## config.mk

```make
export PLATFORM = sky130hd
export DESIGN_NAME = rab_miss_arbiter
export DESIGN_NICKNAME = d
export VERILOG_FILES = /design/src/rtl/rab_miss_arbiter.sv
export SDC_FILE = /design/constraint.sdc
export NUM_CORES = 1
export LEC_CHECK = 0
export BUFFER_PORTS_ARGS = -buffer_cell sky130_fd_sc_hd__buf_4
export CORE_MARGIN = 5
export CORE_UTILIZATION = 23
export DETAILED_ROUTE_END_ITERATION = 16
export GPL_TIMING_DRIVEN = 0
export PLACE_DENSITY = 0.38
export SYNTH_ARGS = -nofsm -noshare
export SYNTH_HDL_FRONTEND = slang
export SYNTH_SLANG_ARGS = --single-unit
```

## constraint.sdc

```tcl
create_clock -name s_axi_aclk -period 4.8 [get_ports s_axi_aclk]
set_input_delay 0.72 -clock s_axi_aclk [delete_from_list [all_inputs] [get_ports s_axi_aclk]]
set_output_delay 0.72 -clock s_axi_aclk [all_outputs]
set_load 0.005 [all_outputs]
```

## src/rtl/rab_miss_arbiter.sv

```systemverilog
// Round-robin arbitration of per-port RAB misses into a single miss FIFO that
// software drains through the config register read path.
module rab_miss_arbiter #(
  parameter int  N_PORTS        = 3,
  parameter int  C_AXI_ID_WIDTH = 8,
  parameter int  FIFO_DEPTH     = 4,
  localparam int PORT_ID_WIDTH  = (N_PORTS > 1) ? $clog2(N_PORTS) : 1,
  localparam int LVL_WIDTH      = $clog2(FIFO_DEPTH) + 1
) (
  input  logic                                     s_axi_aclk,
  input  logic                                     s_axi_aresetn,
  input  logic [N_PORTS-1:0]                       miss_valid_i,
  input  logic [N_PORTS*32-1:0]                    miss_addr_i,
  input  logic [N_PORTS*C_AXI_ID_WIDTH-1:0]        miss_id_i,
  output logic [N_PORTS-1:0]                       miss_ready_o,
  input  logic                                     pop_i,
  input  logic                                     clear_i,
  output logic                                     head_valid_o,
  output logic [31:0]                              head_addr_o,
  output logic [PORT_ID_WIDTH+C_AXI_ID_WIDTH-1:0]  head_id_o,
  output logic                                     fifo_full_o,
  output logic [LVL_WIDTH-1:0]                     fifo_level_o,
  output logic                                     stall_o
);

  localparam int PTR_WIDTH   = $clog2(FIFO_DEPTH);
  localparam int HID_WIDTH   = PORT_ID_WIDTH + C_AXI_ID_WIDTH;
  localparam int ENTRY_WIDTH = HID_WIDTH + 32;
  localparam int PEXT_W      = PORT_ID_WIDTH + 1;

  localparam logic [LVL_WIDTH-1:0]     LVL_FULL  = LVL_WIDTH'(FIFO_DEPTH);
  localparam logic [LVL_WIDTH-1:0]     LVL_ZERO  = {LVL_WIDTH{1'b0}};
  localparam logic [LVL_WIDTH-1:0]     LVL_ONE   = LVL_WIDTH'(1);
  localparam logic [PEXT_W-1:0]        PORTS_EXT = PEXT_W'(N_PORTS);
  localparam logic [PORT_ID_WIDTH-1:0] LAST_PORT = PORT_ID_WIDTH'(N_PORTS - 1);
  localparam logic [PORT_ID_WIDTH-1:0] PORT_ZERO = {PORT_ID_WIDTH{1'b0}};
  localparam logic [PTR_WIDTH-1:0]     PTR_ZERO  = {PTR_WIDTH{1'b0}};
  localparam logic [PTR_WIDTH-1:0]     PTR_ONE   = PTR_WIDTH'(1);

  logic [ENTRY_WIDTH-1:0]   mem_q [FIFO_DEPTH];
  logic [ENTRY_WIDTH-1:0]   mem_d [FIFO_DEPTH];
  logic [PTR_WIDTH-1:0]     wr_ptr_q, wr_ptr_d;
  logic [PTR_WIDTH-1:0]     rd_ptr_q, rd_ptr_d;
  logic [LVL_WIDTH-1:0]     count_q, count_d;
  logic [PORT_ID_WIDTH-1:0] rr_ptr_q, rr_ptr_d;

  logic                     grant_found_s;
  logic [PORT_ID_WIDTH-1:0] grant_idx_s;
  logic [PEXT_W-1:0]        cand_s;
  logic                     grant_s;
  logic                     pop_s;
  logic [ENTRY_WIDTH-1:0]   wr_entry_s;
  logic [ENTRY_WIDTH-1:0]   head_entry_s;

  // Round-robin search: first requesting port at or after rr_ptr, wrapping.
  always_comb begin
    grant_found_s = 1'b0;
    grant_idx_s   = PORT_ZERO;
    cand_s        = {PEXT_W{1'b0}};
    for (int i = 0; i < N_PORTS; i++) begin
      cand_s = {1'b0, rr_ptr_q} + PEXT_W'(i);
      if (cand_s >= PORTS_EXT) begin
        cand_s = cand_s - PORTS_EXT;
      end else begin
        cand_s = cand_s;
      end
      if (!grant_found_s && miss_valid_i[cand_s[PORT_ID_WIDTH-1:0]]) begin
        grant_found_s = 1'b1;
        grant_idx_s   = cand_s[PORT_ID_WIDTH-1:0];
      end else begin
        grant_found_s = grant_found_s;
        grant_idx_s   = grant_idx_s;
      end
    end
  end

  // Grant/pop qualification; a full FIFO blocks the grant even when popping
  // so that pop_i never reaches miss_ready_o combinationally.
  always_comb begin
    grant_s = grant_found_s & (count_q != LVL_FULL) & ~clear_i & s_axi_aresetn;
    pop_s   = pop_i & (count_q != LVL_ZERO) & ~clear_i;
    for (int p = 0; p < N_PORTS; p++) begin
      miss_ready_o[p] = grant_s && (grant_idx_s == PORT_ID_WIDTH'(p));
    end
    wr_entry_s = {grant_idx_s,
                  miss_id_i[grant_idx_s*C_AXI_ID_WIDTH +: C_AXI_ID_WIDTH],
                  miss_addr_i[grant_idx_s*32 +: 32]};
  end

  // Next-state for pointers, occupancy and round-robin position.
  always_comb begin
    wr_ptr_d = wr_ptr_q;
    rd_ptr_d = rd_ptr_q;
    count_d  = count_q;
    rr_ptr_d = rr_ptr_q;
    if (clear_i) begin
      wr_ptr_d = PTR_ZERO;
      rd_ptr_d = PTR_ZERO;
      count_d  = LVL_ZERO;
      rr_ptr_d = PORT_ZERO;
    end else begin
      if (grant_s) begin
        wr_ptr_d = wr_ptr_q + PTR_ONE;
        if (grant_idx_s == LAST_PORT) begin
          rr_ptr_d = PORT_ZERO;
        end else begin
          rr_ptr_d = grant_idx_s + PORT_ID_WIDTH'(1);
        end
      end else begin
        wr_ptr_d = wr_ptr_q;
        rr_ptr_d = rr_ptr_q;
      end
      if (pop_s) begin
        rd_ptr_d = rd_ptr_q + PTR_ONE;
      end else begin
        rd_ptr_d = rd_ptr_q;
      end
      case ({grant_s, pop_s})
        2'b10:   count_d = count_q + LVL_ONE;
        2'b01:   count_d = count_q - LVL_ONE;
        default: count_d = count_q;
      endcase
    end
  end

  // Storage write on grant.
  always_comb begin
    for (int k = 0; k < FIFO_DEPTH; k++) begin
      mem_d[k] = mem_q[k];
    end
    if (grant_s) begin
      mem_d[wr_ptr_q] = wr_entry_s;
    end else begin
      mem_d[wr_ptr_q] = mem_q[wr_ptr_q];
    end
  end

  // State registers.
  always_ff @(posedge s_axi_aclk or negedge s_axi_aresetn) begin
    if (!s_axi_aresetn) begin
      wr_ptr_q <= PTR_ZERO;
      rd_ptr_q <= PTR_ZERO;
      count_q  <= LVL_ZERO;
      rr_ptr_q <= PORT_ZERO;
      for (int k = 0; k < FIFO_DEPTH; k++) begin
        mem_q[k] <= {ENTRY_WIDTH{1'b0}};
      end
    end else begin
      wr_ptr_q <= wr_ptr_d;
      rd_ptr_q <= rd_ptr_d;
      count_q  <= count_d;
      rr_ptr_q <= rr_ptr_d;
      for (int k = 0; k < FIFO_DEPTH; k++) begin
        mem_q[k] <= mem_d[k];
      end
    end
  end

  // Head view and status; head fields read as zero while empty.
  always_comb begin
    head_entry_s = mem_q[rd_ptr_q];
    head_valid_o = (count_q != LVL_ZERO);
    if (head_valid_o) begin
      head_addr_o = head_entry_s[31:0];
      head_id_o   = head_entry_s[ENTRY_WIDTH-1:32];
    end else begin
      head_addr_o = 32'h0000_0000;
      head_id_o   = {HID_WIDTH{1'b0}};
    end
    fifo_full_o  = (count_q == LVL_FULL);
    fifo_level_o = count_q;
    stall_o      = fifo_full_o & (|miss_valid_i);
  end

  rab_miss_arbiter_chk #(
    .N_PORTS    (N_PORTS),
    .LVL_WIDTH  (LVL_WIDTH),
    .FIFO_DEPTH (FIFO_DEPTH)
  ) u_chk (
    .clk   (s_axi_aclk),
    .rst_n (s_axi_aresetn),
    .clear (clear_i),
    .full  (fifo_full_o),
    .ready (miss_ready_o),
    .level (fifo_level_o)
  );

endmodule

// Protocol checker for the arbiter: one-hot grant, blocked grant when full or
// clearing, and bounded occupancy.
module rab_miss_arbiter_chk #(
  parameter int N_PORTS    = 3,
  parameter int LVL_WIDTH  = 3,
  parameter int FIFO_DEPTH = 4
) (
  input logic                 clk,
  input logic                 rst_n,
  input logic                 clear,
  input logic                 full,
  input logic [N_PORTS-1:0]   ready,
  input logic [LVL_WIDTH-1:0] level
);

  localparam logic [LVL_WIDTH-1:0] LVL_FULL = LVL_WIDTH'(FIFO_DEPTH);

  a_onehot: assert property (@(posedge clk) disable iff (!rst_n)
    $onehot0(ready));
  a_full_blocks: assert property (@(posedge clk) disable iff (!rst_n)
    full |-> (ready == {N_PORTS{1'b0}}));
  a_clear_blocks: assert property (@(posedge clk) disable iff (!rst_n)
    clear |-> (ready == {N_PORTS{1'b0}}));
  a_clear_empties: assert property (@(posedge clk) disable iff (!rst_n)
    clear |=> (level == {LVL_WIDTH{1'b0}}));
  a_level_bound: assert property (@(posedge clk) disable iff (!rst_n)
    level <= LVL_FULL);

endmodule
```

==> results of run 1 <==
## logic make-up (layout without fill, tap and decap cells)
group                      count (synthesis)  in the layout  share of synthesized area
AOI/OAI and AO/OA                        262            262                      0.175
muxes                                    252            252                      0.304
other                                      0              1                          0
xor gates and xnor gates                   3              3                    0.00223
DFF                                      177            177                      0.376
buffers and inverters                    104            314                     0.0383
adders and majority gates                  9              9                     0.0102
and+or+nand+nor                          170            170                     0.0944
## worst register-to-register path, stage by stage, from the launching register on
cell and delay [ns]:
dfrtp_1 0.45, inv_1 0.09, ha_1 0.28, buf_2 0.17
mux2i_1 0.33, o22ai_2 0.22, nor3_2 0.62, clkbuf_1 0.46
nor4b_1 0.11, a311oi_1 0.99, o21ai_0 0.24
## routing by layer
| layer | vias to the layer above | GRT usage | part of all wire | routed length (um) |
|---|---|---|---|---|
| li1 | 4157 | - | - | - |
| met1 | 4614 | 0.227 | 0.49 | 21800 |
| met2 | 204 | 0.251 | 0.46 | 20400 |
| met3 | 32 | 0.0285 | 0.041 | 1840 |
| met4 | 0 | 0.0364 | 0.016 | 730 |
| met5 | - | 0 | 0 | 0 |
## placed cells by master, fill, tap and decap left out, types with 6 or more instances in the layout
cell         n
a21boi_0    40
a21oi_1      9
a311oi_2    18
a311oi_4    20
and2_1      84
buf_1       13
buf_2        6
buf_4      178
buf_6        6
clkbuf_1    72
clkbuf_16   17
dfrtp_1    177
ha_1         8
mux2i_1    167
mux4_2      84
nand2_1     10
nor2_1      15
nor4b_1     40
o21ai_0     36
o21ai_1    126
## synthesized netlist by cell type, types with 2 or more instances
cell type  number
o31a_1          2
inv_1           5
ha_1            8
xor2_1          2
or3_1           2
o21ai_1       126
nand2b_1        3
a21o_1          3
dfrtp_1       177
buf_6           6
and2_1         84
a21oi_1         9
a21boi_0       40
nor3_1          5
nand2_1        10
nor4b_1        40
a311oi_4       20
nor3b_1         4
nor2_1         15
buf_2           6
o21ai_0        36
o31ai_1         2
clkbuf_1       72
mux2i_1       167
mux4_2         84
and3_1          2
buf_4           2
a311oi_2       18
buf_1          13
a311oi_1        2
## timing repair
action,4_1_cts,5_1_grt
resized for setup,2,1
endpoints found under the setup margin,1,1
hold buffers,0,0
## cell type report
class                      instances  area (um2)
timing repair buffer             178        1360
inverter                           5        18.8
antenna                            1        2.50
tap                              680         851
buffer                            99         432
clock buffer                      20         467
multi-input combinational        696        6920
clock inverter                    12         146
fill                            5326       36400
sequential                       177        4430
## power by group through the flow
stage | Clock (mW) | Combinational [mW] | Sequential (mW)
2_1_floorplan | 0 | 4.26 | 2.39
3_3_place_gp | 0 | 6.40 | 2.51
3_5_place_dp | 0 | 6.44 | 2.51
4_1_cts | 1.54 | 6.45 | 2.49
5_1_grt | 1.58 | 6.89 | 2.57
6_report | 1.49 | 6.33 | 2.50
## worst max path at each step
stage / startpoint / to / cells past startpoint
floorplan: rr_ptr_q[0]$_DFFE_PN0P_ / miss_ready_o[0] / 10
global placement: s_axi_aresetn / miss_ready_o[1] / 6
detailed placement: s_axi_aresetn / miss_ready_o[0] / 7
CTS: rr_ptr_q[0]$_DFFE_PN0P_ / miss_ready_o[0] / 11
global route: rr_ptr_q[0]$_DFFE_PN0P_ / miss_ready_o[0] / 11
finish: rr_ptr_q[0]$_DFFE_PN0P_ / miss_ready_o[0] / 11
## metrics by stage
step                      power, mW   util  area, um2  setup TNS (ns)
after floorplan                6.65      -      11800               0
after global placement         8.91  0.273      13900          -15.64
after detailed placement       8.95  0.274      14000               0
after CTS                      10.5  0.287      14600               0
after global routing           11.0  0.287      14600               0
final                          10.3  0.287      14600               0
## flip-flops by register name, indices dropped and copies added (netlist names)
register      flops
mem_q           168
fifo_level_o      3
rd_ptr_q          2
rr_ptr_q          2
wr_ptr_q          2
==> run_results.csv, run 1 <==
group,metric,value,unit
critical_path,crit_top_cell,"buf_2",
critical_path,endpoint_kind,"output port",
global_route,track_usage,0.158,
critical_path,rr_startpoint,"rr_ptr_q[0]$_DFFE_PN0P_",
routing,remaining_drc_errors,0,
timing,finalClockSkew,0.0131,ns
floorplan,initial_core_util,0.231,
critical_path,path_buf_inv,5,
synth,ys_async_sr_fraction,1.00,
routing,vias_per_cell,4.82,
synth,netlist_instances,977,
power,p_sw,4.71,mW
cts,clk_pin_slew,0.08,ns
critical_path,crit_family,"simple AND/OR/NAND/NOR gates",
power,p_clk_frac,0.144,
synth,synth_top_area_share,0.376,
timing,layout_min_cycle_time,4.52,ns
global_route,grt_pass1_vias,9834,
critical_path,reg2reg_slack,0.67,ns
timing,drv_slew,0,
cts,cts_buffer_depth,2,
timing,final_hold_viol_count,0,
timing,hold_slack,0.274,ns
power,power.share.switching,0.457,
global_route,grt_antenna_before_repair,0,
placed_design,dp.cells,1835,
global_route,grt_max_degree,102,
power,power_density,705,mW/mm2
routing,ant_nets,0,
cts,cts_buffers,17,
floorplan,std_cell_rows,83,
critical_path,worstPathArrival,3.80,ns
critical_path,crit_slowest_cell,"nor3_2",
routing,vias,9007,
power,vdd_drop_max,0.311,mV
floorplan,die_w,236,um
timing,fin_crit_sh,0.942,
cts,htreeDepth,4,
power,pwr-share-seq,0.242,
synth,synthesis.nets,1113,
critical_path,slowest_delay,0.62,ns
global_route,grt_overflow,0,
power,internal-power,5.60,mW
finish,area_delta_synth_final,24.3,%
placed_design,portBuffers,176,
job,cap_violations,0,
power,leakagePower,5.68,nW
critical_path,setup.worst_path.start_class,"flop",
finish,nets,1310,
critical_path,cp_max_fo,10,
critical_path,worstSetupPathType,"flop to output port",
cts,cts_setup_buffers,0,
critical_path,ff2ff_path_depth,10,
synth,synth_top_area_cell,"dfrtp_1",
power,combPwrFrac,0.614,
placed_design,hpwl,31300,um
timing,setup_ws,0.278,ns
synth,synth_area_leaders,"dfrtp_1 (38%), mux4_2 (16%), mux2i_1 (14%), o21ai_1 (5.4%), a311oi_4 (4.5%)",
timing,maxSlewHeadroom,0.0813,
floorplan,die-area,0.0558,mm2
finish,instances_no_fill,1868,
critical_path,cp_cell_sequence,"inv_1 -> ha_1 -> buf_2 -> mux2i_1 -> o22ai_2 -> nor3_2 -> or3_1 -> buf_2 -> buf_6 -> and3_1 -> buf_4",
critical_path,critPathRequiredTime,4.08,ns
timing,setup_viol,0,
floorplan,ios,178,
synth,synth.distinct_cells,42,
cts,clock_latency,0.45,ns
status,status,"finished clean",
cts,cts_tree,"built",
cts,cts-root-buf,"clkbuf_16",
finish,drive_gt1_frac,0.296,
routing,first_iter_violations,461,
routing,wire_per_inst,24.0,um
synth,synth.avg_cell_area,12.0,um2
synth,syn-cell-area,0.0118,mm2
timing,max_freq,0.221,GHz
placed_design,gp_congestion,0.763,
cts,cts_sinks,177,
synth,synth-seq-cells,177,
synth,ys_seq_area_frac,0.376,
timing,rsz0062_at_grt,"false",
global_route,grt_pass1_wl,66600,um
synth,ys.flop_type,"dfrtp_1",
synth,synth_edf_count,0,
timing,worst_pin_slew,1.38,ns
synth,yosysWarnings,0,
routing,routed_wl,44800,um
placed_design,pre_cts_ws,0.411,ns
critical_path,rr_endpoint,"mem_q[123]$_DFFE_PN0P_",
floorplan,core,0.0510,mm2
worst_hold_path,worst_hold_path_type,"input pin to async pin",
floorplan,die_y,236,um
routing,dr.pass1.iters,5,
Note: power is estimated with default switching activity, not from simulation.
==> run 2: changes to the inputs <==
==> constraint.sdc (replaced) <==
create_clock -name s_axi_aclk -period 4.8 [get_ports s_axi_aclk]
set_input_delay 0.48 -clock s_axi_aclk [delete_from_list [all_inputs] [get_ports s_axi_aclk]]
set_output_delay 0.48 -clock s_axi_aclk [all_outputs]
set_load 0.005 [all_outputs]
==> run 2 against run 1 <==
Against the previous run: first-iteration DRC count is 4.6% lower; flip-flop and latch count unchanged; critical path depth is the same; utilization hardly changed; wire length hardly changed; design area down 0.15%; non-clock buffer count stayed put.
==> run_results.csv, run 2 (synthesized netlist as in run 1, its figures left out) <==
group,metric,value,unit
cts,cts-root-buf,"clkbuf_16",
cts,cts_buffers,17,
floorplan,die_w,236,um
timing,final_hold_viol_count,0,
critical_path,cp_cell_sequence,"inv_1 -> ha_1 -> buf_2 -> mux2i_1 -> o22ai_2 -> nor3_1 -> or3_1 -> buf_2 -> buf_6 -> and3_1 -> buf_4",
critical_path,crit_top_cell,"buf_2",
timing,rsz0062_at_grt,"false",
power,internal-power,5.60,mW
power,combPwrFrac,0.612,
critical_path,worstPathArrival,4.00,ns
timing,drv_slew,0,
finish,top_register,"mem_q",
global_route,grt_overflow,0,
timing,layout_min_cycle_time,4.48,ns
critical_path,critPathRequiredTime,4.32,ns
critical_path,endpoint_kind,"output port",
critical_path,slowest_delay,0.88,ns
routing,vias,8999,
timing,worst_pin_slew,1.31,ns
timing,fin_crit_sh,0.933,
routing,routed_wl,44800,um
cts,hold_buffers,0,
timing,max_freq,0.223,GHz
routing,dr.pass1.iters,4,
critical_path,startpoint,"rr_ptr_q[0]$_DFFE_PN0P_",
power,vdd_drop_max,0.311,mV
placed_design,gp_congestion,0.763,
critical_path,path_buf_inv,5,
floorplan,initial_core_util,0.231,
cts,cts_sinks,177,
power,power.share.switching,0.456,
power,totalPowerFinal,10.3,mW
floorplan,std_cell_rows,83,
cts,cts_buffer_depth,2,
cts,htreeDepth,4,
critical_path,rr_startpoint,"rr_ptr_q[0]$_DFFE_PN0P_",
power,p_sw,4.70,mW
power,p_clk_frac,0.145,
finish,final_cell_mix,"buf_4 (178), dfrtp_1 (177), mux2i_1 (167)",
timing,hold_slack,0.0338,ns
job,cap_violations,0,
floorplan,die_y,236,um
placed_design,hpwl,31300,um
cts,cts_setup_buffers,0,
power,leakagePower,5.67,nW
power,power_density,705,mW/mm2
global_route,track_usage,0.158,
global_route,grt_antenna_before_repair,1,
floorplan,die-area,0.0558,mm2
finish,nets,1310,
finish,area_delta_synth_final,24.1,%
global_route,grt_max_degree,102,
routing,first_iter_violations,440,
global_route,grt_pass1_vias,9829,
routing,vias_per_cell,4.82,
worst_hold_path,worst_hold_path_type,"input pin to async pin",
finish,antenna_cells,0,
finish,drive_gt1_frac,0.294,
critical_path,worstSetupPathType,"flop to output port",
finish,largest_reg_flops,168,
finish,final_common_cell,"buf_4",
cts,cts_tree,"built",
routing,remaining_drc_errors,0,
timing,setup_viol,0,
cts,clock_latency,0.45,ns
cts,cts_resized,0,
floorplan,ios,178,
floorplan,core,0.0510,mm2
timing,finalClockSkew,0.0132,ns
placed_design,portBuffers,176,
critical_path,crit_slowest_cell,"nor3_1",
global_route,grt_pass1_wl,66500,um
routing,ant_nets,0,
power,pwr-share-seq,0.243,
status,status,"finished clean",
critical_path,setup.worst_path.start_class,"flop",
critical_path,cp_max_fo,10,
critical_path,crit_family,"simple AND/OR/NAND/NOR gates",
routing,wire_per_inst,24.0,um
timing,maxSlewHeadroom,0.120,
cts,clk_pin_slew,0.08,ns
run 2: power by group through the flow:
stage                     Clock (mW)  Sequential, mW  Combinational, mW
final                           1.49            2.50               6.30
after global placement             0            2.51               6.40
after detailed placement           0            2.51               6.44
after global routing            1.58            2.57               6.87
after CTS                       1.54            2.49               6.44
after floorplan                    0            2.39               4.26
run 2: final timing paths:
check / endpoint / slack [ns] / cells past startpoint
min in group s_axi_aclk: mem_q[148]$_DFFE_PN0P_ / 0.39 / 3
worst max-delay path: miss_ready_o[0] / 0.32 / 11
worst min register to register: mem_q[14]$_DFFE_PN0P_ / 0.52 / 2
max in group asynchronous: mem_q[6]$_DFFE_PN0P_ / 3.78 / 2
worst min-delay path: mem_q[110]$_DFFE_PN0P_ / 0.03 / 1
worst max register to register: mem_q[123]$_DFFE_PN0P_ / 0.42 / 10
run 2: worst reg2reg max path, stage by stage (launching register included):
cell and delay (ns):
dfrtp_1 0.45, inv_1 0.09, ha_1 0.28, buf_2 0.17, mux2i_1 0.29, o22ai_2 0.17
nor3_1 0.88, clkbuf_1 0.46, nor4b_1 0.11, a311oi_1 1.05, o21ai_0 0.25
run 2: final cells by class:
cell class / instances / area [um2]
buffer: 99 / 432
clock buffer: 20 / 467
clock inverter: 12 / 146
fill: 5327 / 36400
inverter: 5 / 18.8
multi-input combinational: 696 / 6900
sequential: 177 / 4430
tap: 680 / 851
timing repair buffer: 178 / 1360
run 2: through the flow:
stage	instance area [um2]	utilization	instances	TNS, ns	setup slack (ns)
global route	14600	0.286	1867	0	0.0595
detailed placement	14000	0.274	1835	0	0.496
CTS	14600	0.286	1867	0	0.200
global placement	13900	0.273	1833	-0.243	-0.137
finish	14600	0.286	1867	0	0.320
floorplan	11800	-	977	0	2.07
run 2: per-layer routing:
layer | vias up | GRT usage | part of all wire
met5 | - | 0 | 0
met4 | 0 | 0.0364 | 0.016
met3 | 32 | 0.0285 | 0.043
met2 | 218 | 0.250 | 0.45
met1 | 4597 | 0.227 | 0.49
li1 | 4152 | - | -
